$ cat config.mk
export PLATFORM = sky130hd
export DESIGN_NAME = alu_md_exec
export DESIGN_NICKNAME = d
export VERILOG_FILES = /design/src/rtl/alu_md_exec.sv
export SDC_FILE = /design/constraint.sdc
export NUM_CORES = 1
export LEC_CHECK = 0
export BUFFER_PORTS_ARGS = -buffer_cell sky130_fd_sc_hd__buf_2
export CAP_MARGIN = 40
export CORE_MARGIN = 10
export CORE_UTILIZATION = 35
export DETAILED_ROUTE_END_ITERATION = 6
export SYNTH_ARGS = -nofsm -noshare
export SYNTH_HDL_FRONTEND = slang
export SYNTH_SLANG_ARGS = --single-unit
export TNS_END_PERCENT = 50
$ cat constraint.sdc
create_clock -name clk_i -period 11.3 [get_ports clk_i]
set_input_delay 0.565 -clock clk_i [delete_from_list [all_inputs] [get_ports clk_i]]
set_output_delay 0.565 -clock clk_i [all_outputs]
set_load 0.02 [all_outputs]
$ cat src/rtl/alu_md_exec.sv
`timescale 1ns/1ps
`default_nettype none
// ============================================================================
//  Module   : alu_md_exec
//  Purpose  : Execute-stage ALU-control decode plus iterative MUL/DIV sequencer.
//             Divider datapath is built only when ALU_MD_DIV_EN is defined.
//  Revision : 1.0  initial release
// ============================================================================
module alu_md_exec #(
    parameter int XLEN  = 32,
    parameter int CNT_W = $clog2(XLEN) + 1
) (
    input  logic            clk_i,
    input  logic            rst_i,
    input  logic            start_i,
    input  logic            flush_i,
    input  logic [1:0]      ALUOp_i,
    input  logic [9:0]      func73_i,
    input  logic [XLEN-1:0] rs1_i,
    input  logic [XLEN-1:0] rs2_i,
    output logic [XLEN-1:0] result_o,
    output logic            valid_o,
    output logic            busy_o,
    output logic            illegal_o
);

    localparam int SH_W = $clog2(XLEN);

    typedef enum logic [1:0] {
        ST_IDLE = 2'd0,
        ST_MUL  = 2'd1,
        ST_DIV  = 2'd2,
        ST_DONE = 2'd3
    } state_t;

    typedef enum logic [4:0] {
        OP_ADD, OP_SUB, OP_AND, OP_OR, OP_XOR, OP_SLL, OP_SRL, OP_SRA, OP_SLT,
        OP_SLTU, OP_MUL, OP_MULH, OP_DIV, OP_DIVU, OP_REM, OP_REMU, OP_ILL
    } op_t;

    state_t            r_state, w_state_n;
    op_t               w_op, r_op;
    logic [CNT_W-1:0]  r_cnt;
    logic [XLEN-1:0]   r_acc, r_lo, r_b;
    logic              r_neg_a, r_neg_b;
    logic [XLEN-1:0]   w_alu, w_final, w_acc_n, w_lo_n, w_addend;
    logic [XLEN:0]     w_msum;
    logic [2*XLEN-1:0] w_prod, w_prod_fix;
    logic [SH_W-1:0]   w_sh;
    logic              w_is_mul, w_is_div, w_sgn, w_accept, w_last;
`ifdef ALU_MD_DIV_EN
    logic              r_div0;
    logic [XLEN:0]     w_t;
    logic [XLEN-1:0]   w_diff, w_rem, w_quo;
    logic              w_ge;
`endif

    always_comb begin
        w_op = OP_ILL;
        case (ALUOp_i)
            2'b00: w_op = OP_ADD;
            2'b10: begin
                case (func73_i)
                    10'b0000000_000: w_op = OP_ADD;
                    10'b0100000_000: w_op = OP_SUB;
                    10'b0000000_001: w_op = OP_SLL;
                    10'b0000000_010: w_op = OP_SLT;
                    10'b0000000_011: w_op = OP_SLTU;
                    10'b0000000_100: w_op = OP_XOR;
                    10'b0000000_101: w_op = OP_SRL;
                    10'b0000000_110: w_op = OP_OR;
                    10'b0000000_111: w_op = OP_AND;
                    10'b0000001_000: w_op = OP_MUL;
                    10'b0000001_001: w_op = OP_MULH;
`ifdef ALU_MD_DIV_EN
                    10'b0000001_100: w_op = OP_DIV;
                    10'b0000001_101: w_op = OP_DIVU;
                    10'b0000001_110: w_op = OP_REM;
                    10'b0000001_111: w_op = OP_REMU;
`endif
                    default:         w_op = OP_ILL;
                endcase
            end
            2'b11: begin
                if (func73_i[2:0] == 3'b000)
                    w_op = OP_ADD;
                else if (func73_i == 10'b0100000_101)
                    w_op = OP_SRA;
            end
            default: w_op = OP_ILL;
        endcase
    end

    assign w_is_mul = (w_op == OP_MUL) || (w_op == OP_MULH);
    assign w_is_div = (w_op == OP_DIV) || (w_op == OP_DIVU) || (w_op == OP_REM) || (w_op == OP_REMU);
    assign w_sgn    = w_is_mul || (w_op == OP_DIV) || (w_op == OP_REM);
    assign busy_o   = (r_state == ST_MUL) || (r_state == ST_DIV);
    assign w_accept = start_i && !flush_i && !busy_o;
    assign w_last   = (r_cnt == CNT_W'(XLEN));
    assign w_sh     = rs2_i[SH_W-1:0];

    always_comb begin
        w_alu = '0;
        case (w_op)
            OP_ADD:  w_alu = rs1_i + rs2_i;
            OP_SUB:  w_alu = rs1_i - rs2_i;
            OP_AND:  w_alu = rs1_i & rs2_i;
            OP_OR:   w_alu = rs1_i | rs2_i;
            OP_XOR:  w_alu = rs1_i ^ rs2_i;
            OP_SLL:  w_alu = rs1_i << w_sh;
            OP_SRL:  w_alu = rs1_i >> w_sh;
            OP_SRA:  w_alu = $signed(rs1_i) >>> w_sh;
            OP_SLT:  w_alu = {{(XLEN-1){1'b0}}, $signed(rs1_i) < $signed(rs2_i)};
            OP_SLTU: w_alu = {{(XLEN-1){1'b0}}, rs1_i < rs2_i};
            default: w_alu = '0;
        endcase
    end

    // One iteration step; on the final count the sign-corrected result is formed too.
    always_comb begin
        w_addend   = r_lo[0] ? r_b : '0;
        w_msum     = {1'b0, r_acc} + {1'b0, w_addend};
        w_acc_n    = w_msum[XLEN:1];
        w_lo_n     = {w_msum[0], r_lo[XLEN-1:1]};
        w_prod     = {w_acc_n, w_lo_n};
        w_prod_fix = (r_neg_a ^ r_neg_b) ? -w_prod : w_prod;
        w_final    = '0;
        case (r_op)
            OP_MUL:  w_final = w_prod_fix[XLEN-1:0];
            OP_MULH: w_final = w_prod_fix[2*XLEN-1:XLEN];
            default: w_final = '0;
        endcase
`ifdef ALU_MD_DIV_EN
        w_t    = {r_acc, r_lo[XLEN-1]};
        w_ge   = w_t >= {1'b0, r_b};
        w_diff = w_t[XLEN-1:0] - r_b;
        w_rem  = w_ge ? w_diff : w_t[XLEN-1:0];
        w_quo  = {r_lo[XLEN-2:0], w_ge};
        if (r_state == ST_DIV) begin
            w_acc_n = w_rem;
            w_lo_n  = w_quo;
            case (r_op)
                OP_DIV, OP_DIVU: w_final = r_div0 ? '1 : ((r_neg_a ^ r_neg_b) ? -w_quo : w_quo);
                OP_REM, OP_REMU: w_final = r_neg_a ? -w_rem : w_rem;
                default:         w_final = '0;
            endcase
        end
`endif
    end

    always_comb begin
        w_state_n = r_state;
        case (r_state)
            ST_IDLE, ST_DONE: begin
                w_state_n = ST_IDLE;
                if (w_accept && w_is_mul)
                    w_state_n = ST_MUL;
                else if (w_accept && w_is_div)
                    w_state_n = ST_DIV;
            end
            ST_MUL, ST_DIV: if (w_last) w_state_n = ST_DONE;
            default: w_state_n = ST_IDLE;
        endcase
        if (flush_i)
            w_state_n = ST_IDLE;
    end

    always_ff @(posedge clk_i or posedge rst_i) begin
        if (rst_i)
            r_state <= ST_IDLE;
        else
            r_state <= w_state_n;
    end

    always_ff @(posedge clk_i or posedge rst_i) begin
        if (rst_i) begin
            result_o  <= '0;
            valid_o   <= 1'b0;
            illegal_o <= 1'b0;
            r_cnt     <= '0;
            r_acc     <= '0;
            r_lo      <= '0;
            r_b       <= '0;
            r_op      <= OP_ADD;
            r_neg_a   <= 1'b0;
            r_neg_b   <= 1'b0;
`ifdef ALU_MD_DIV_EN
            r_div0    <= 1'b0;
`endif
        end else begin
            valid_o   <= 1'b0;
            illegal_o <= 1'b0;
            if (w_accept) begin
                if (w_is_mul || w_is_div) begin
                    r_op    <= w_op;
                    r_lo    <= rs1_i;
                    r_b     <= rs2_i;
                    r_acc   <= '0;
                    r_cnt   <= '0;
                    r_neg_a <= w_sgn & rs1_i[XLEN-1];
                    r_neg_b <= w_sgn & rs2_i[XLEN-1];
`ifdef ALU_MD_DIV_EN
                    r_div0  <= (rs2_i == '0);
`endif
                end else begin
                    result_o  <= w_alu;
                    valid_o   <= 1'b1;
                    illegal_o <= (w_op == OP_ILL);
                end
            end else if (busy_o && !flush_i) begin
                r_cnt <= r_cnt + CNT_W'(1);
                // First busy cycle converts latched operands to magnitudes.
                if (r_cnt == '0) begin
                    r_lo <= r_neg_a ? -r_lo : r_lo;
                    r_b  <= r_neg_b ? -r_b : r_b;
                end else begin
                    r_acc <= w_acc_n;
                    r_lo  <= w_lo_n;
                    if (w_last) begin
                        result_o <= w_final;
                        valid_o  <= 1'b1;
                    end
                end
            end
        end
    end

endmodule
`default_nettype wire

Word level (Yosys, flattened, before mapping)
Index checks and enable logic that the tools add are counted.
{ "word_totals": {"out_inout_bits": 35, "ff_bits": 145} }
{ "classes": {"n_shift": 3, "n_addsub": 7, "mux": 42, "bitwise": 6, "eq_ne": 40, "reduce_logical": 33, "magnitude_cmp": 2} }
{ "ops": {"columns": ["op", "n"], "rows": [
  ["$mux 32", 20],
  ["$pmux 32 s10", 1],
  ["$lt 32x32->1", 2],
  ["$mux 64", 1],
  ["$neg 32->32", 2],
  ["$neg 64->64", 1],
  ["$pmux 32 s2", 1],
  ["$pmux 5 s11", 1],
  ["$eq 5x4->1 const B", 10],
  ["$eq 10x3->1 const B", 4],
  ["$add 32x32->33", 1],
  ["$add 32x32->32", 1],
  ["$and 32x32->32", 1],
  ["$or 32x32->32", 1],
  ["$shl 32x5->32", 1],
  ["$shr 32x5->32", 1],
  ["$sshr 32x5->32", 1],
  ["$sub 32x32->32", 1],
  ["$xor 32x32->32", 1],
  ["$eq 10x2->1 const B", 2],
  ["$eq 10x4->1 const B", 2],
  ["$eq 10x9->1 const B", 2],
  ["$eq 5x3->1 const B", 4],
  ["$mux 6", 3],
  ["31 further kinds", 68]
]} }

Longest topological paths before layout
{ "logic_depth": {"ltp_word": 13, "mapped_depth": 17, "ltp_nobuf": 14} }

Worst setup path after synthesis
OpenSTA, ideal clock, no wires.
{ "synth_timing": {"path_type": "register to register", "from": "register r_lo[0]", "to": "register result_o[27]", "setup_ps": 65, "t_arrival_ps": 4454, "path_stages_with_launch": 17, "path_slack_ps": 6781, "cell_sequence": "dfrtp_1 clkbuf_1 clkbuf_1 and2_1 ha_1 clkbuf_1 nand4_1 or2_2 a2111oi_2 nor3_4 xnor2_1 or4_1 or4_1 buf_2 or4_1 a31oi_1 o22a_1"} }
{ "synth_via": {"elab_chain_len": 9} }
{ "synth_rtl": {"columns": ["element", "line_no", "rtl"], "rows": [
  ["start, declared", "44", "logic [XLEN-1:0] r_acc, r_lo, r_b;"],
  ["start signal, assigned", "196", "r_lo <= rs1_i;"],
  ["start signal, assigned", "214", "r_lo <= r_neg_a ? -r_lo : r_lo;"],
  ["start signal, assigned", "218", "r_lo <= w_lo_n;"],
  ["$mux 32 (*)", "121", "w_addend = r_lo[0] ? r_b : '0;"],
  ["$add 32x32->33 (*)", "122", "w_msum = {1'b0, r_acc} + {1'b0, w_addend};"],
  ["$neg 64->64", "126", "w_prod_fix = (r_neg_a ^ r_neg_b) ? -w_prod : w_prod;"],
  ["$mux 64 (*)", "126", null],
  ["$pmux 32 s2 (*)", "128", "case (r_op)"],
  ["$mux 32 (*)", "219", "if (w_last) begin"],
  ["$mux 32 (*)", "213", "if (r_cnt == '0) begin"],
  ["$mux 32 (*)", "210", "end else if (busy_o && !flush_i) begin"],
  ["$mux 32 (*)", "193", "if (w_accept) begin"],
  ["end signal, assigned", "206", "result_o <= w_alu;"],
  ["end signal, assigned", "220", "result_o <= w_final;"],
  ["end, declared", "21", "output logic [XLEN-1:0] result_o,"]
]} }
Every way passes the cells marked *; elsewhere a longest branch is shown, timed or not. The select of a mux whose other input is x is not followed.
A chain may end at the register's enable or synchronous reset.

Final worst setup path
{ "layout_timing": {"from": "register r_lo[0]", "to": "register result_o[31]"} }
The elaborated chain is that of the path after synthesis.

==> run summary <==
Status: finished clean
Crit path time final: 5.430 ns
Final Non-Filler Cells: 3548
Number of enable flip-flop cells after synthesis: 0
CP startpoint kind: flop
FILL cells: 6247
Rel. slew slack: 38.14%
Sw power: 663.2 µW
H-Tree Depth: 4
Worst Path Required: 11.62 ns
Crit path DAT: 5.75 ns
Syn Inst Count: 2794
Final Max Slew Viols: 0
Final-report hold violation count: 0
Avg Cell Area, Syn: 7.343 µm²
R2R Path Start: r_lo[0]
Detailed Place HPWL: 80310 µm
Largest delay contributor family on the critical path: simple AND/OR/NAND/NOR gates
Critical Path, Cell by Cell: buf_4, clkinv_1, nor2_1, ha_1, a21oi_1, a211oi_1, nand2_1, a21boi_0, o32ai_1, or4_1, or4_1, or4_1, o211ai_1, o311ai_1
Max Cap Viol: 0
Area grow syn2layout: 8.666%
Dpl ws: 6.049 ns
Placed cell area: 21690 µm²
Postcts setup bufs: 0
Unique masters post-synth: 103
CTS Buffer Depth: 2
Port bufs: 114
PwrDens: 78.52 nW/µm²
CP Class: reg -> reg
Xor and xnor area share after synthesis: 4.397%
Layout cell share with drive strength beyond 1: 11.94%
TritonCTS Buffers: 17
Synth top area cells: dfrtp_1 18%, ha_1 8.2%, mux4_2 6.7%
Via density: 6.618
Sink Count: 145
Ys flop type: dfrtp_1
Drt total wl: 103400 µm
Via count: 23480
R2r setup slk: 5.87 ns
Initial Util: 35.42%
Clock Power Share: 35.2%
Most frequent cell after synthesis: nor2_1
Final setup viols: 0
Worst clock skew: 0.01407 ns
Power Internal: 1087 µW
Cell taking the most area after synthesis: dfrtp_1
Cell area after layout: 22290 µm²
Post-synth top area share: 17.69%
Fin nets: 2985
Sequential share of power: 31.3%
Comb power frac: 33.4%
DP Cell Count: 3514
Max stage delay on crit path: 0.72 ns
Slowest cell on crit path: or4_1
Grt ovf: 0
Synthesis Warnings: 0
Chip Width: 262.1 µm
Adder-Cell Fraction of Synth Area: 8.465%
Synth Area in Compound Gates: 30.91%
Vias in the first global route: 22120
Hold crit path type: in -> async
# DRC: 0
Fmax: 0.1842 GHz
Largest net degree at the start of global routing: 81
Worst path most repeated cell: or4_1
Cts hold-fix bufs: 0
DIE AREA: 68700 µm²
Post-synth ARST share: 100.0%
Worst VDD drop: 0.00007335 V
DRT Pass-1 Iters: 6
Post-synthesis mux area share: 9.075%
Min setup slack post-route: 5.870 ns
Synth Net Count: 3011
Post-route ant nets: 0
Worst-Skew Late Latency: 0.45 ns
IO Pins: 115
Slew @ Worst Pin: 0.9223 ns
Root buffer cell: clkbuf_16
Clock transition at the registers of the reported paths: 0.07 ns
Gates resized, CTS repair: 0
RD Place Congestion: 1.045
RSZ-0062 raised after global routing: no
Crit end category: flop
Initial antenna violation count: 4
Cell row count: 88
R2R Path End: result_o[31]
Top post-synthesis cells by count: 310 x nor2_1, 271 x a21oi_1, 260 x nand2_1
Largest family of logic cells by synthesized area: compound AO/OA/AOI/OAI gates
TritonCTS clock tree: yes
Yosys reg bits: 145
Sw Ratio: 37.88%
Leak: 0.009232 µW
Cells on worst reg2reg path: 14
Crit share post-route: 48.05%
Syn Std Cell Area: 20520 µm²
Setup TNS: 0 ns
WL/cell: 29.14 µm
Simple-Gate Fraction of Synth Area: 23.03%
Gr usage total: 29.12%
Initial DRC count: 3362
Core region area: 57920 µm²
First-pass GRT wire length: 150100 µm
Critical path buffer and inverter count: 2
Crit-path max FO: 35
Sequential element share of the synthesized area: 17.69%
Die Height: 262.1 µm
-- through the flow --
| stage | hold WS [ns] | util [%] | total power [µW] |
|---|---|---|---|
| finish | 0.04127 | 38.49 | 1750 |
| global route | 0.04325 | 38.49 | 1810 |
| CTS | 0.03969 | 38.49 | 1736 |
| detailed placement | 0.4480 | 37.44 | 1123 |
| global placement | 0.4428 | 37.21 | 1120 |
| floorplan | 0.4296 | - | 894.2 |
-- layout make-up --
cell class              instances  area (µm²)  share of cell area, %
diodes                          2       5.005                0.02245
clock buffers                  21       440.4                  1.976
clock inverters                11       162.7                 0.7296
inverters                     122       462.9                  2.077
multi-input cells            2321       15660                  70.23
flip-flops and latches        145        3628                  16.28
well taps                     765       957.2                  4.293
repair buffers                161       979.7                  4.394
-- cell usage in the layout (no fill, tap or decap), types with 17 or more instances in the layout --
| cell type | synthesis | routed |
|---|---|---|
| a31oi_1 | 36 | 36 |
| nand3_1 | 60 | 60 |
| dfrtp_1 | 145 | 145 |
| buf_2 | 16 | 117 |
| a211oi_1 | 46 | 46 |
| o211ai_1 | 27 | 27 |
| mux2i_1 | 42 | 42 |
| nor4_1 | 26 | 25 |
| o21ai_0 | 253 | 253 |
| clkbuf_16 | 0 | 17 |
| a21oi_1 | 271 | 269 |
| o22ai_1 | 48 | 48 |
| a221oi_1 | 24 | 24 |
| and2_1 | 45 | 45 |
| nand2b_1 | 24 | 23 |
| mux4_2 | 61 | 61 |
| xnor2_1 | 63 | 62 |
| o311ai_0 | 17 | 17 |
| or3_1 | 37 | 37 |
| nand2_1 | 260 | 260 |
| a22o_1 | 21 | 21 |
| inv_1 | 118 | 117 |
| o31ai_1 | 23 | 23 |
| nor2b_1 | 17 | 17 |
| nor2_1 | 310 | 309 |
| buf_4 | 3 | 39 |
| a21o_1 | 30 | 30 |
| or4_1 | 21 | 21 |
| ha_1 | 134 | 134 |
| xor2_1 | 40 | 39 |
| nor3_1 | 81 | 81 |
| nand4_1 | 26 | 26 |
-- worst reg2reg max path, stage by stage (launching register included) --
cell	delay [ns]
dfrtp_1	0.32
buf_4	0.32
clkinv_1	0.35
nor2_1	0.23
ha_1	0.34
a21oi_1	0.17
a211oi_1	0.55
nand2_1	0.26
a21boi_0	0.33
o32ai_1	0.25
or4_1	0.55
or4_1	0.72
or4_1	0.45
o211ai_1	0.29
o311ai_1	0.15
-- routing by layer --
| layer | vias to the layer above | global-route usage [%] | share of wire (%) |
|---|---|---|---|
| li1 | 10340 | - | - |
| met4 | 2 | 17.69 | 6.8 |
| met2 | 1352 | 44.77 | 43 |
| met1 | 11540 | 37.29 | 41 |
| met5 | - | 0 | 0.016 |
| met3 | 241 | 5.640 | 9.2 |
-- worst max-delay path by stage --
stage,startpoint,to,slack (ns),depth (start not counted)
2_1_floorplan,r_lo[0],result_o[27],6.78,16
3_3_place_gp,rs2_i[2],result_o[26],6.13,15
3_5_place_dp,r_lo[0],result_o[31],6.05,14
4_1_cts,r_lo[0],result_o[31],6.01,14
5_1_grt,r_lo[0],result_o[31],5.61,14
6_report,r_lo[0],result_o[31],5.87,14
-- cells by family after synthesis --
| kind of cell | count (synthesis) |
|---|---|
| AO/OA/AOI/OAI | 988 |
| XOR/XNOR | 103 |
| adder cells (fa/ha/maj) | 137 |
| buffers and inverters | 328 |
| flip-flops | 145 |
| multiplexers | 109 |
| AND/OR/NAND/NOR | 984 |
-- power groups by stage --
| stage | Clock, µW | Combinational, µW | Sequential (µW) |
|---|---|---|---|
| 3_5_place_dp | 0 | 566 | 557 |
| 6_report | 616 | 585 | 549 |
| 4_1_cts | 620 | 568 | 548 |
| 5_1_grt | 644 | 617 | 549 |
| 3_3_place_gp | 0 | 562 | 557 |
| 2_1_floorplan | 0 | 331 | 563 |
-- state kept, by name (all words and copies together) (netlist names) --
name,cells
r_b,32
r_cnt,6
r_lo,32
illegal_o,1
valid_o,1
result_o,32
r_state,2
r_neg_a,1
r_op,5
r_neg_b,1
r_acc,32
(Power assumes the default switching activity.)
